### src/rtl/queue_arb_ctrl_2x111.sv
// queue_arb_ctrl_2x111
// Two-entry queue controller with a 2-way round-robin enqueue arbiter.
// The payload storage lives in an external RAM (combinational read R0,
// clocked write W0). This block owns the pointers, the occupancy tracking
// and a per-entry source tag.
// Optional build macro: QUEUE_ARB_CTRL_FLOW_EN. When it is defined, an empty
// queue passes the winning request straight through to the dequeue port.
module queue_arb_ctrl_2x111 #(
    parameter int DATA_W = 111,
    parameter int DEPTH  = 2
) (
    input  logic              clock,
    input  logic              reset,
    input  logic              enq0_valid,
    output logic              enq0_ready,
    input  logic [DATA_W-1:0] enq0_bits,
    input  logic              enq1_valid,
    output logic              enq1_ready,
    input  logic [DATA_W-1:0] enq1_bits,
    output logic              deq_valid,
    input  logic              deq_ready,
    output logic [DATA_W-1:0] deq_bits,
    output logic              deq_src,
    output logic [1:0]        count,
    output logic              ram_R0_addr,
    output logic              ram_R0_en,
    input  logic [DATA_W-1:0] ram_R0_data,
    output logic              ram_W0_addr,
    output logic              ram_W0_en,
    output logic [DATA_W-1:0] ram_W0_data
);

    // The pointers are one bit wide, so only a depth of two is meaningful.
    if (DEPTH != 2) begin : g_depth_check
        $error("queue_arb_ctrl_2x111: DEPTH must be 2");
    end

    logic              enq_ptr;
    logic              deq_ptr;
    logic              maybe_full;
    logic              rr_last;
    logic [1:0]        tag;

    logic              ptr_match;
    logic              empty;
    logic              full;
    logic              prio;
    logic              prio_valid;
    logic              other_valid;
    logic              grant;
    logic              win_valid;
    logic [DATA_W-1:0] win_bits;
    logic              do_enq;
    logic              do_deq;
    logic              flow_thru;
    logic              ram_wr;

    // Status decode, round-robin arbitration and fire conditions.
    always_comb begin
        ptr_match   = (enq_ptr == deq_ptr);
        empty       = ptr_match & ~maybe_full;
        full        = ptr_match & maybe_full;

        prio        = ~rr_last;
        prio_valid  = prio ? enq1_valid : enq0_valid;
        other_valid = prio ? enq0_valid : enq1_valid;
        grant       = prio_valid ? prio : (other_valid ? ~prio : prio);

        win_valid   = grant ? enq1_valid : enq0_valid;
        win_bits    = grant ? enq1_bits  : enq0_bits;

        do_enq      = ~full & win_valid;
        do_deq      = deq_ready & ~empty;
`ifdef QUEUE_ARB_CTRL_FLOW_EN
        flow_thru   = empty & do_enq & deq_ready;
`else
        flow_thru   = 1'b0;
`endif
        // A flow-through transfer never touches the storage.
        ram_wr      = do_enq & ~flow_thru;
    end

    // Pointer, occupancy, arbiter history and source-tag updates.
    always_ff @(posedge clock) begin
        if (!reset) begin
            enq_ptr    <= 1'b0;
            deq_ptr    <= 1'b0;
            maybe_full <= 1'b0;
            rr_last    <= 1'b1;
            tag        <= 2'b00;
        end else begin
            if (do_enq) begin
                rr_last <= grant;
            end
            if (ram_wr) begin
                tag[enq_ptr] <= grant;
                enq_ptr      <= ~enq_ptr;
            end
            if (do_deq) begin
                deq_ptr <= ~deq_ptr;
            end
            if (ram_wr != do_deq) begin
                maybe_full <= ram_wr;
            end
        end
    end

    // Output drive; status outputs and the RAM strobes are held off in reset.
    always_comb begin
        enq0_ready  = ~full & ~grant;
        enq1_ready  = ~full & grant;

`ifdef QUEUE_ARB_CTRL_FLOW_EN
        deq_valid   = reset & (~empty | win_valid);
        deq_bits    = empty ? win_bits : ram_R0_data;
        deq_src     = empty ? grant : tag[deq_ptr];
`else
        deq_valid   = reset & ~empty;
        deq_bits    = ram_R0_data;
        deq_src     = tag[deq_ptr];
`endif

        if (!reset) begin
            count = 2'd0;
        end else if (full) begin
            count = 2'd2;
        end else begin
            count = {1'b0, enq_ptr ^ deq_ptr};
        end

        ram_R0_addr = deq_ptr;
        ram_R0_en   = reset & ~empty;
        ram_W0_addr = enq_ptr;
        ram_W0_en   = reset & ram_wr;
        ram_W0_data = win_bits;
    end

endmodule

### config.mk
export PLATFORM = sky130hd
export DESIGN_NAME = queue_arb_ctrl_2x111
export DESIGN_NICKNAME = d
export VERILOG_FILES = /design/src/rtl/queue_arb_ctrl_2x111.sv
export SDC_FILE = /design/constraint.sdc
export NUM_CORES = 1
export LEC_CHECK = 0
export BUFFER_PORTS_ARGS = -buffer_cell sky130_fd_sc_hd__buf_4
export CAP_MARGIN = 20
export CORE_AREA = 5 5 219 221
export DETAILED_ROUTE_END_ITERATION = 10
export DIE_AREA = 0 0 224 226
export PLACE_DENSITY = 0.33
export SLEW_MARGIN = 30
export SYNTH_ARGS = -nofsm -noshare
export SYNTH_HDL_FRONTEND = slang
export SYNTH_SLANG_ARGS = --single-unit
### constraint.sdc
create_clock -name clock -period 1.8 [get_ports clock]
set_input_delay 0.09 -clock clock [delete_from_list [all_inputs] [get_ports clock]]
set_output_delay 0.09 -clock clock [all_outputs]
set_load 0.01 [all_outputs]
==> flow_summary.yaml, run 1 <==
power:
  ir_drop_uv: 197.4
  power_uw: 2893
  power.leakage_uw: 0.002796
  p_per_area_nw_per_um2: 504.4
route:
  firstDrtPassIters: 4
  vias: 3046
  routed_wl_um: 15750
  antenna_left: 0
  drt_iter0_drc: 50
  drt-wirelength-per-cell_um: 13.93
  remaining_drc_errors: 0
  drt-vias-per-instance: 2.693
synthesis:
  synth-adder-area-share: 0.003975
  muxShareOfSynthArea: 0.5353
  synth_compound_area_frac: 0.03666
  ys_top_cells_by_area: "mux2_4 (36%), buf_4 (30%), mux2_2 (17%), dfxtp_1 (4.2%), buf_6 (3.2%)"
  async_flop_share: 0
  yosysSeqAreaShare: 0.04240
  yosysWarningCount: 0
  synth_top_area_share: 0.3604
  yosys.cell_types.count: 34
  yosys.area.top_type: "mux2_4"
  synth_flop_cell: "dfxtp_1"
  synth_edf_count: 0
  ys_ff_latch: 6
  synth_top_family_by_area: "multiplexers"
  ys_top_cells_by_count: "buf_4 (112), mux2_4 (68), mux2_2 (44)"
  synth-simple-area-share: 0.03313
  synth.avg_cell_area_um2: 10.05
  netlist_area_um2: 2833
  synth_most_common_cell: "buf_4"
  synth_xor_area_frac: 0.003092
  synth_nets: 620
  synthCells: 282
grt:
  grt_first_pass_wirelength_um: 20000
  grt_max_degree: 50
  grt_antenna_before_repair: 0
  grt_pass1_vias: 3313
  gr-total-overflow: 0
  grt_usage: 0.05171
clock_network:
  cts_tree: "done"
  ctsHtreeMaxLevel: 1
  ctsHoldBuffers: 0
  clk_latency_ns: 0.23
  clockBufferDepth: 2
  cts_sinks: 6
  cts.clk_slew.worst_paths_ns: 0.03
  root_buffer: "clkbuf_16"
  cts_buffers: 3
cells_and_area:
  nNetsFinal: 864
  fill_cells: 5274
  antenna_cells: 0
  design_area_um2: 5736
  syn2layout_area_growth_pct: 102.5
  drive_above_1_share: 0.9275
  stdcell_count: 1131
placed_design:
  postPlaceCellArea_um2: 5373
  io_buffers: 347
  dp.cells: 1121
  post-dp-hpwl_um: 13400
  gp_congestion: 0.7965
outcome:
  status: "finished, violations left"
  violations: "setup timing"
floorplanning:
  dieArea_um2: 50620
  die_x_um: 224
  die_height_um: 226
  initial_utilization: 0.06163
  io_pins: 570
  core-area_um2: 45960
  row_count: 79
timing:
  finalHoldViolations: 0
  maxSlewHeadroom: 0.6845
  postLayoutSetupSlackWorst_ns: -0.04217
  min_period_ns: 1.842
  timing.fmax_mhz: 542.8
  timing.hold.ws_ns: 0.07758
  tightest_slew_ns: 0.4709
  rsz0062_at_grt: "yes"
  final_min_period_over_clock_period: 1.023
  tns_ns: -0.8599
  fin_skew_ns: 0.0004230
  finalSetupViolations: 44
  slew_violations: 0
critical_path:
  critPathArrivalTime_ns: 1.75
  cp.required_ns: 1.71
  path_class: "reg2out"
  rrSetupSlack_ns: 0.38
  cp-end-kind: "output pin"
  start_kind: "flop"
  cp_max_fo: 20
job:
  drv_cap: 0
worst_hold_path:
  hold_path.class: "in2reg"
[sequential cells by signal, summed over array words and instances, names as in the netlist]
| name | count |
|---|---|
| tag | 2 |
| maybe_full | 1 |
| ram_R0_addr | 1 |
| ram_W0_addr | 1 |
| rr_last | 1 |
[worst max-delay path: stages, from the launching register on]
cell     delay (ns)
dfxtp_2        0.33
maj3_4         0.37
buf_12         0.18
buf_12         0.18
mux2_4         0.30
buf_6          0.12
[per-stage QoR]
stage	util	setup slack, ns
2_1_floorplan	-	0.3395
3_3_place_gp	0.1169	0.1448
3_5_place_dp	0.1169	0.1396
4_1_cts	0.1221	-0.06021
5_1_grt	0.1248	-0.07454
6_report	0.1248	-0.04217
[logic make-up after synthesis]
logic type,after synthesis
fa+ha+maj,1
mux,112
buf+inv,131
xor+xnor,1
simple gates,16
compound gates,15
flops,6
[timing repair]
action                                  CTS  global route
setup buffers                             0             3
cloned                                    0             4
endpoints found under the setup margin   82            88
pin swaps                                 1             0
hold endpoints to repair                  0             0
resized for setup                        44             6
[final cells by class]
class	count	area [um^2]	area share
clock buffer	3	75.07	0.01309
inverter	5	18.77	0.003272
multi-input combinational	145	1744	0.3041
sequential	6	121.4	0.02116
tap	607	759.5	0.1324
timing repair buffer	365	3017	0.5260
[where the power goes]
| part | internal, uW | switching, uW |
|---|---|---|
| registers | 152 | 22.9 |
| clock network | 286 | 81.3 |
| logic | 1480 | 872 |
| total | 1920 | 976 |
[cells in the final DEF (no fill, tap or decap), types with 2 or more instances in the layout]
| master | synthesis | final |
|---|---|---|
| clkbuf_16 | 0 | 5 |
| dfxtp_1 | 6 | 5 |
| buf_12 | 0 | 3 |
| buf_4 | 112 | 310 |
| nor2_1 | 4 | 4 |
| mux2_2 | 44 | 44 |
| a21oi_1 | 5 | 5 |
| buf_6 | 8 | 49 |
| mux2_4 | 68 | 68 |
| inv_1 | 4 | 4 |
| nand2_1 | 2 | 2 |
[metal layers]
| metal | part of all wire | global-route usage | vias to the layer above | wire [um] |
|---|---|---|---|---|
| li1 | - | - | 1356 | - |
| met1 | 0.33 | 0.05209 | 1293 | 5221 |
| met2 | 0.45 | 0.07881 | 381 | 7050 |
| met3 | 0.20 | 0.04836 | 14 | 3180 |
| met4 | 0.017 | 0.01067 | 2 | 260 |
| met5 | 0.0026 | 0.005693 | - | 41 |
[final timing paths]
check        cells after the start                       end                      from
max                              5           ram_W0_data[38]      rr_last$_SDFFE_PN1P_
min                              2  ram_R0_addr$_SDFFE_PN0P_                 deq_ready
max reg2reg                      3   maybe_full$_SDFFE_PN0P_  ram_R0_addr$_SDFFE_PN0P_
min reg2reg                      3       tag[1]$_SDFFE_PN0P_       tag[1]$_SDFFE_PN0P_
(Power assumes the default switching activity.)
==> run 2: changes to the inputs <==
ABC_AREA = 1   (was not set)
CORE_AREA = 5 5 222 224   (was 5 5 219 221)
DIE_AREA = 0 0 227 229   (was 0 0 224 226)
==> flow_summary.yaml, run 2 <==
synthesis:
  ys_top_cells_by_area: "buf_4 (28%), nand2_1 (16%), o21ai_2 (15%), inv_1 (15%), o21ai_0 (6.1%)"
  yosysWarningCount: 0
  ys_ff_latch: 6
  synth_nets: 861
  synth_top_area_share: 0.2783
  synthCells: 523
  yosys.cell_types.count: 19
  yosysSeqAreaShare: 0.03975
  synth_most_common_cell: "nand2_1"
  synth.avg_cell_area_um2: 5.778
  synth_flop_cell: "dfxtp_1"
  yosys.area.top_type: "buf_4"
  synth_edf_count: 0
  ys_top_cells_by_count: "nand2_1 (128), inv_1 (119), buf_4 (112)"
  async_flop_share: 0
  netlist_area_um2: 3022
placed_design:
  post-dp-hpwl_um: 13550
  io_buffers: 347
  gp_congestion: 0.7371
  postPlaceCellArea_um2: 5478
critical_path:
  startpoint: "rr_last$_SDFFE_PN1P_"
  max_stage_delay_ns: 0.33
  path_class: "reg2out"
  reg2reg_depth: 8
  worst-path-buf-inv: 3
  r2r_start: "ram_R0_addr$_SDFFE_PN0P_"
  cp.required_ns: 1.71
  rrSetupSlack_ns: 0.52
  cp-end-kind: "output pin"
  reg2reg_to: "rr_last$_SDFFE_PN1P_"
  worst_path_most_repeated_cell: "buf_4"
  cpMaxStageDelayCell: "dfxtp_2"
  path_cells: "a21oi_2 > o21bai_4 > buf_12 > buf_4 > nand2_1 > o21ai_2 > buf_4"
  crit_family: "buffers and inverters"
  critPathArrivalTime_ns: 1.65
  cp_max_fo: 20
  start_kind: "flop"
route:
  drt-vias-per-instance: 2.826
  drt_iter0_drc: 106
  remaining_drc_errors: 0
  vias: 3886
  drt-wirelength-per-cell_um: 11.69
  firstDrtPassIters: 4
  antenna_left: 0
  routed_wl_um: 16080
timing:
  tightest_slew_ns: 0.3914
  finalSetupViolations: 0
  timing.fmax_mhz: 576.2
  maxSlewHeadroom: 0.7363
  slew_violations: 0
  rsz0062_at_grt: "yes"
  min_period_ns: 1.735
  final_min_period_over_clock_period: 0.9641
  fin_skew_ns: 0.0006377
  finalHoldViolations: 0
clock_network:
  clk_latency_ns: 0.23
  ctsHtreeMaxLevel: 1
  cts_sinks: 6
  cts_buffers: 3
  clockBufferDepth: 2
  root_buffer: "clkbuf_16"
  cts_tree: "done"
  cts.clk_slew.worst_paths_ns: 0.03
cells_and_area:
  nNetsFinal: 1098
  final_cell_mix: "buf_4 (356), nand2_1 (128), inv_1 (119), o21ai_2 (54), o21ai_0 (36)"
  largest_reg_flops: 2
  drive_above_1_share: 0.5660
  design_area_um2: 5657
  final_common_cell: "buf_4"
  syn2layout_area_growth_pct: 87.21
  top_register: "tag"
  utilization: 0.1200
grt:
  met2_usage: 0.09462
  grt_usage: 0.05345
  grt_util_met1: 0.05186
  gr-total-overflow: 0
  grt_antenna_before_repair: 1
  grt_max_degree: 35
  grt_pass1_vias: 3909
  grt_first_pass_wirelength_um: 21800
  met3_usage: 0.03009
  busiest_layer: "met2"
floorplanning:
  io_pins: 570
  dieArea_um2: 51980
  core-area_um2: 47150
  row_count: 80
  initial_utilization: 0.06409
  die_x_um: 227
  die_height_um: 229
power:
  p_per_area_nw_per_um2: 446.1
  ir_drop_uv: 210.3
  power.leakage_uw: 0.003053
job:
  drv_cap: 0
outcome:
  status: "complete, no violations"
worst_hold_path:
  hold_path.class: "in2reg"
  min_to: "maybe_full$_SDFFE_PN0P_"
  hold_start: "reset"
  hold-path-cell-count: 3
==> run 2: cell count changes after synthesis, moves of 21 or more <==
cell,previous run,this run
o21ai_2,0,53
o21ai_1,0,21
o21ai_0,1,37
mux2_4,68,0
nand2_1,2,128
inv_1,4,119
mux2_2,44,0
==> run 2: logic make-up after synthesis <==
group,Yosys count,share of synthesized area
compound gates,123,0.2787
buf+inv,255,0.5064
flops,6,0.03975
simple gates,139,0.1752
==> run 2: cell type report <==
cell class	count	area, um^2
well taps	615	769.5
fillers	5502	41490
clock buffers	3	75.07
repair buffers	368	2864
inverters	119	446.7
multi-input cells	262	1375
diodes	2	5.005
flip-flops and latches	6	121.4
==> run 2: metal layers <==
metal | part of all wire | vias up
met5 | 0.0036 | -
met4 | 0.033 | 2
met3 | 0.17 | 43
met2 | 0.47 | 311
met1 | 0.32 | 1604
li1 | - | 1926
==> run 2: where the power goes <==
group	leakage [uW]	internal, uW	total [uW]	switching [uW]
Combinational	0.00297	1050	1990	938
Clock	0.0000370	285	361	75.8
Sequential	0.0000495	151	170	19.3
Total	0.00305	1490	2520	1030
==> run 2: worst register-to-register path, delay by kind of cell (launching register included) <==
family,cells,cell delay (ns)
buffers and inverters,2,0.23
DFF,1,0.42
and+or+nand+nor,6,0.57
==> run 2: what timing repair did <==
item                                    in CTS  in global routing
hold buffers                                 0                  0
gates resized for setup                      5                  6
endpoints found under the setup margin      67                 40
cloned                                       2                  1
buffers inserted                             3                  0
pin swaps                                    1                  0
==> run 2: how the worst max path moves through the flow <==
stage	to	slack, ns	depth (start not counted)
3_3_place_gp	ram_W0_data[87]	0.13	7
2_1_floorplan	ram_W0_data[102]	0.53	4
6_report	ram_W0_data[52]	0.06	7
3_5_place_dp	ram_W0_data[87]	0.11	7
5_1_grt	ram_W0_data[96]	-0.01	7
4_1_cts	ram_W0_data[25]	0.02	7
==> run 2: per-stage QoR <==
stage	cells	worst slack, ns	hold WS (ns)	total power (uW)	TNS (ns)
6_report	1375	0.06460	0.1261	2524	0
5_1_grt	1373	-0.01337	0.1537	2734	-0.04773
4_1_cts	1374	0.02283	0.1298	2597	0
3_5_place_dp	1366	0.1117	0.1801	2124	0
3_3_place_gp	1366	0.1317	0.1801	2135	0
2_1_floorplan	523	0.5302	0.2107	1306	0
